### src/rtl/watch_set_ctrl.sv
// Time-setting controller: snapshots the running time, lets the user edit
// year..minute with mode/inc buttons, and issues a one-cycle load on commit.
module watch_set_ctrl #(
   parameter int unsigned TIMEOUT  = 30,
   parameter int unsigned YEAR_MIN = 2000
) (
   input  logic        clk,
   input  logic        rst,
   input  logic        tick,
   input  logic        btn_mode,
   input  logic        btn_inc,
   input  logic [11:0] cur_year,
   input  logic [3:0]  cur_month,
   input  logic [4:0]  cur_day,
   input  logic [5:0]  cur_hour,
   input  logic [5:0]  cur_minute,
   output logic        set_load,
   output logic [11:0] set_year,
   output logic [3:0]  set_month,
   output logic [4:0]  set_day,
   output logic [5:0]  set_hour,
   output logic [5:0]  set_minute,
   output logic [5:0]  set_second,
   output logic        editing,
   output logic [2:0]  field,
   output logic        blink
);

   localparam int unsigned TW      = 8;
   localparam logic [11:0] YMIN    = 12'(YEAR_MIN);
   localparam logic [11:0] YMAX    = 12'(YEAR_MIN + 99);
   localparam logic [TW-1:0] TO_LAST = TW'(TIMEOUT - 1);

   typedef enum logic [2:0] {
      IDLE       = 3'd0,
      EDIT_YEAR  = 3'd1,
      EDIT_MONTH = 3'd2,
      EDIT_DAY   = 3'd3,
      EDIT_HOUR  = 3'd4,
      EDIT_MIN   = 3'd5
   } state_t;

   state_t          state;
   logic [TW-1:0]   to_cnt;

   logic [11:0] cap_year;
   logic [3:0]  cap_month;
   logic [4:0]  cap_day;
   logic [5:0]  cap_hour;
   logic [5:0]  cap_minute;

   // Snapshot values with out-of-range fields forced to their minimum
   assign cap_year   = (cur_year < YMIN || cur_year > YMAX) ? YMIN : cur_year;
   assign cap_month  = (cur_month == 4'd0 || cur_month > 4'd12) ? 4'd1 : cur_month;
   assign cap_day    = (cur_day == 5'd0 || cur_day > 5'd30) ? 5'd1 : cur_day;
   assign cap_hour   = (cur_hour > 6'd23) ? 6'd0 : cur_hour;
   assign cap_minute = (cur_minute > 6'd59) ? 6'd0 : cur_minute;

   assign set_second = 6'd0;

   always_ff @(posedge clk) begin
      if (rst) begin
         state      <= IDLE;
         to_cnt     <= '0;
         set_load   <= 1'b0;
         editing    <= 1'b0;
         field      <= 3'd0;
         blink      <= 1'b0;
         set_year   <= 12'd2021;
         set_month  <= 4'd1;
         set_day    <= 5'd1;
         set_hour   <= 6'd0;
         set_minute <= 6'd0;
      end else begin
         set_load <= 1'b0;
         if (state == IDLE) begin
            blink <= 1'b0;
            if (btn_mode) begin
               state      <= EDIT_YEAR;
               editing    <= 1'b1;
               field      <= 3'd1;
               to_cnt     <= '0;
               set_year   <= cap_year;
               set_month  <= cap_month;
               set_day    <= cap_day;
               set_hour   <= cap_hour;
               set_minute <= cap_minute;
            end
         end else begin
            if (tick) blink <= ~blink;
            if (btn_mode) begin
               to_cnt <= '0;
               if (state == EDIT_MIN) begin
                  state    <= IDLE;
                  editing  <= 1'b0;
                  field    <= 3'd0;
                  blink    <= 1'b0;
                  set_load <= 1'b1;
               end else begin
                  state <= state_t'(state + 3'd1);
                  field <= field + 3'd1;
               end
            end else if (btn_inc) begin
               to_cnt <= '0;
               case (state)
                  EDIT_YEAR:  set_year   <= (set_year >= YMAX) ? YMIN : set_year + 12'd1;
                  EDIT_MONTH: set_month  <= (set_month >= 4'd12) ? 4'd1 : set_month + 4'd1;
                  EDIT_DAY:   set_day    <= (set_day >= 5'd30) ? 5'd1 : set_day + 5'd1;
                  EDIT_HOUR:  set_hour   <= (set_hour >= 6'd23) ? 6'd0 : set_hour + 6'd1;
                  EDIT_MIN:   set_minute <= (set_minute >= 6'd59) ? 6'd0 : set_minute + 6'd1;
                  default:    ;
               endcase
            end else if (tick) begin
               // Idle too long: abandon the edit, keep the shadow values
               if (to_cnt == TO_LAST) begin
                  state   <= IDLE;
                  editing <= 1'b0;
                  field   <= 3'd0;
                  blink   <= 1'b0;
                  to_cnt  <= '0;
               end else begin
                  to_cnt <= to_cnt + TW'(1);
               end
            end
         end
      end
   end

endmodule

### config.mk
export PLATFORM = sky130hd
export DESIGN_NAME = watch_set_ctrl
export DESIGN_NICKNAME = d
export VERILOG_FILES = /design/src/rtl/watch_set_ctrl.sv
export SDC_FILE = /design/constraint.sdc
export NUM_CORES = 1
export LEC_CHECK = 0
export BUFFER_PORTS_ARGS = -buffer_cell sky130_fd_sc_hd__buf_2
export CORE_ASPECT_RATIO = 1.4
export CORE_MARGIN = 8
export CORE_UTILIZATION = 53
export CTS_CLUSTER_SIZE = 20
export DETAILED_ROUTE_END_ITERATION = 12
export HOLD_SLACK_MARGIN = 0.12
export PLACE_DENSITY = 0.8
export SYNTH_ARGS = -nofsm -noshare
export SYNTH_HDL_FRONTEND = slang
export SYNTH_SLANG_ARGS = --single-unit
export TNS_END_PERCENT = 1
### constraint.sdc
create_clock -name clk -period 2.5 [get_ports clk]
set_input_delay 0.625 -clock clk [delete_from_list [all_inputs] [get_ports clk]]
set_output_delay 0.625 -clock clk [all_outputs]
set_load 0.02 [all_outputs]
==> metrics.md <==
| Metric | Value |
|---|---|
| Layout cells sized above 1 | `0.2094` |
| Core area | `5739 µm²` |
| Uppermost layer routed | `met4` |
| # diodes | `0` |
| DR vias/cell | `6.095` |
| Final std cells w/o fill | `~540` |
| HPWL Detailed | `just over 6000 µm` |
| Mapped Avg Cell Area | `7.776 µm²` |
| DR WL/cell | `between 15 and 20 µm` |
| Status | `completed` |
| Post CTS Setup Buffer Count | `0` |
| Final worst slack | `0.3520 ns` |
| Hold path endpoint | `field[2]$_SDFFE_PP0P_` |
| Worst R2R Setup Slack | `0.35 ns` |
| YS warnings | `0` |
| Root Driver | `clkbuf_8` |
| Tcrit/Tclk final | `0.8592` |
| Critical Path AT | `2.30 ns` |
| Fin crit period | `2.148 ns` |
| Row cnt | `33` |
| Initial DRC Count | `161` |
| Clk Latency, worst-skew pair | `around 0.30 ns` |
| Max-cap violations | `0` |
| Placed insts | `530` |
| Footprint of the multi-input gates | `1916 µm²` |
| Sequential cell area | `1001 µm²` |
| Worst Path Max Fanout | `15` |
| PwrDens | `516.1 nW/µm²` |
| First-pass GRT wire length | `13790 µm` |
| Setup TNS | `0 ns` |
| Initial antenna violation count | `0` |
| VDD IR-drop max | `0.3506 mV` |
| Number of synthesized flops with an enable pin | `0` |
| GRT Overall Usage | `0.1881` |
| Num Clock Sinks | `50` |
| Die X | `80.42 µm` |
| Final nets | `slightly above 500` |
| Cell mode on critical path | `or3_1` |
| Post-synth ARST share | `0` |
| CP endpoint kind | `flip-flop` |
| CP Launch Type | `flip-flop` |
| GRT overflow | `0` |
| HP Class | `reg2reg` |
| H-tree Lvls | `2` |
| Syn-to-layout area delta | `15.68%` |
| R2R cell count | `5` |
| Total power | `0.001838 W` |
| Synth cell types | `54` |
| Top cells by area, synth | `dfxtp_1, nor2_1, o21ai_0` |
| Measured slew at the worst slew-check pin | `approximately 0.65 ns` |
| Drt first pass iters | `5` |
| Final Hold Viols | `0` |
| Hold path startpoint | `field[2]$_SDFFE_PP0P_` |
| GPL Wtd Cong | `around 0.86` |
| Filler cells | `539` |
| Hold_buf cts | `0` |
| Reg-to-Reg End | `set_year[4]$_SDFFE_PP0P_` |
| CP max stage delay | `0.60 ns` |
| Die ar. | `between 8000 and 9000 µm²` |
| Final setup fails | `0` |
| Met3 wire length | `between 500 and 600 µm` |
| Req. time, crit path | `2.66 ns` |
| Worst rel slew slack | `0.5679` |
| Top-level port count | `83` |
| Clock Path Buffers | `2` |
| Max Clock Skew | `~0.0023 ns` |
| Slew Viols, Final | `0` |
| Total number of vias | `3279` |
| Post-synthesis cell area | `3079 µm²` |
| Seq/Total Area, Yosys | `0.3251` |
| Initial core utilization | `0.5365` |
| Post-CTS resize count | `0` |
| Max Freq | `0.4656 GHz` |
| Cell taking the most area after synthesis | `dfxtp_1` |
| Crit Path Class | `reg2reg` |
| Vias in the first global route | `3159` |
| Hold depth | `2` |
| RSZ-0062 raised after global routing | `no` |
| Flops & latches, synth | `50` |
| Setup slack after placement | `0.3026 ns` |
| Core Util, Final | `0.6207` |
| Height of the die | `about 110 µm` |
| CTS tree | `yes` |
| Metal1 wirelength | `3307 µm` |
| Most common cell after layout, fill and taps aside | `buf_2` |
| Largest net degree at the start of global routing | `29` |
| CTS clock-pin slew for the worst setup and hold paths | `0.09 ns` |
| DRC viols | `0` |
| Antenna viol nets, final | `0` |
| TritonCTS Buffers | `5` |
| Ys flop type | `dfxtp_1` |
| Critical-path top delay cell | `or3_1` |
| Leak pwr | `1.510 nW` |
| Most frequent cells in the layout | `buf_2, nor2_1, dfxtp_1` |
| Drt total wl | `8106 µm` |
| Top cell type's share of synthesized area | `0.3251` |
| WL met2 | `between 4000 and 5000 µm` |
| Crit path cell chain | `or3_1, or3_1, and2_1, o22ai_1, a221oi_1` |
| Post-Syn Instances | `396` |
| Port bufs | `76` |
| R2r startpoint | `state[1]$_SDFFE_PP0P_` |
how the worst max path moves through the flow:
stage / startpoint / endpoint / slack (ns) / depth (start not counted)
2_1_floorplan: btn_inc / set_year[2]$_SDFFE_PP1P_ / 0.50 / 7
3_3_place_gp: btn_mode / set_year[10]$_SDFFE_PP1P_ / 0.41 / 7
3_5_place_dp: btn_mode / set_year[10]$_SDFFE_PP1P_ / 0.30 / 7
4_1_cts: state[1]$_SDFFE_PP0P_ / set_year[4]$_SDFFE_PP0P_ / 0.39 / 5
5_1_grt: state[1]$_SDFFE_PP0P_ / set_day[1]$_SDFFE_PP0P_ / 0.27 / 6
6_report: state[1]$_SDFFE_PP0P_ / set_year[4]$_SDFFE_PP0P_ / 0.35 / 5
cells by family after synthesis:
family | after synthesis | share of synthesized area
and+or+nand+nor | 165 | 0.2787
xor gates and xnor gates | 7 | 0.01991
DFF | 50 | 0.3251
buffers and inverters | 32 | 0.05892
AOI/OAI and AO/OA | 129 | 0.2690
muxes | 2 | 0.006502
other | 1 | 0.001218
adders and majority gates | 10 | 0.04063
synthesized netlist by cell type, types with 3 or more instances:
cell	count
nand2b_1	5
nand4_1	13
clkbuf_8	3
o21a_1	4
a311oi_1	5
and2_1	5
o31ai_1	6
nand2_1	25
o21ai_0	37
nor2_1	54
a21oi_1	25
nor3b_1	5
nand3b_1	5
and3_1	7
o2111ai_1	3
clkbuf_1	11
a221oi_1	3
a211o_1	3
nand3_1	15
nor3_1	7
or3_1	4
xor2_1	7
inv_1	7
nor2b_1	4
a211oi_1	9
nand4b_1	4
buf_4	6
ha_1	10
a31oi_1	7
o22ai_1	4
buf_2	4
a22oi_1	11
dfxtp_1	50
registers in the layout (all words and copies together) (netlist names):
register / flops
set_year: 12
field: 3
to_cnt: 8
set_month: 4
set_load: 1
blink: 1
state: 3
set_hour: 6
set_minute: 6
set_day: 5
editing: 1
through the flow:
step	instance area (µm²)	hold slack, ns
global placement	3471	0.4798
global route	3562	0.5143
floorplan	3098	0.4710
CTS	3562	0.5047
finish	3562	0.5024
detailed placement	3471	0.4892
power by group:
group / switching, W / internal (W)
logic: 0.000282 / 0.000172
registers: 0.0000639 / 0.000840
clock network: 0.000257 / 0.000224
per-layer routing:
layer	vias to the layer above	track usage
met5	-	0
met4	0	0.04830
met3	10	0.04392
met2	130	0.3416
met1	1523	0.2088
li1	1616	-
critical path, delay by kind of cell (launching register included):
family	cells	cell delay, ns
compound gates	2	0.28
flops	1	0.45
simple gates	3	1.27
area by class of cell:
cell class,count,area share
Multi-Input combinational cell,319,0.5378
Sequential cell,50,0.2810
Timing Repair Buffer,84,0.1236
Tap cell,70,0.02459
Clock buffer,7,0.02424
Inverter,7,0.007376
Clock inverter,1,0.001405
Power figures use the tool's default switching activity.
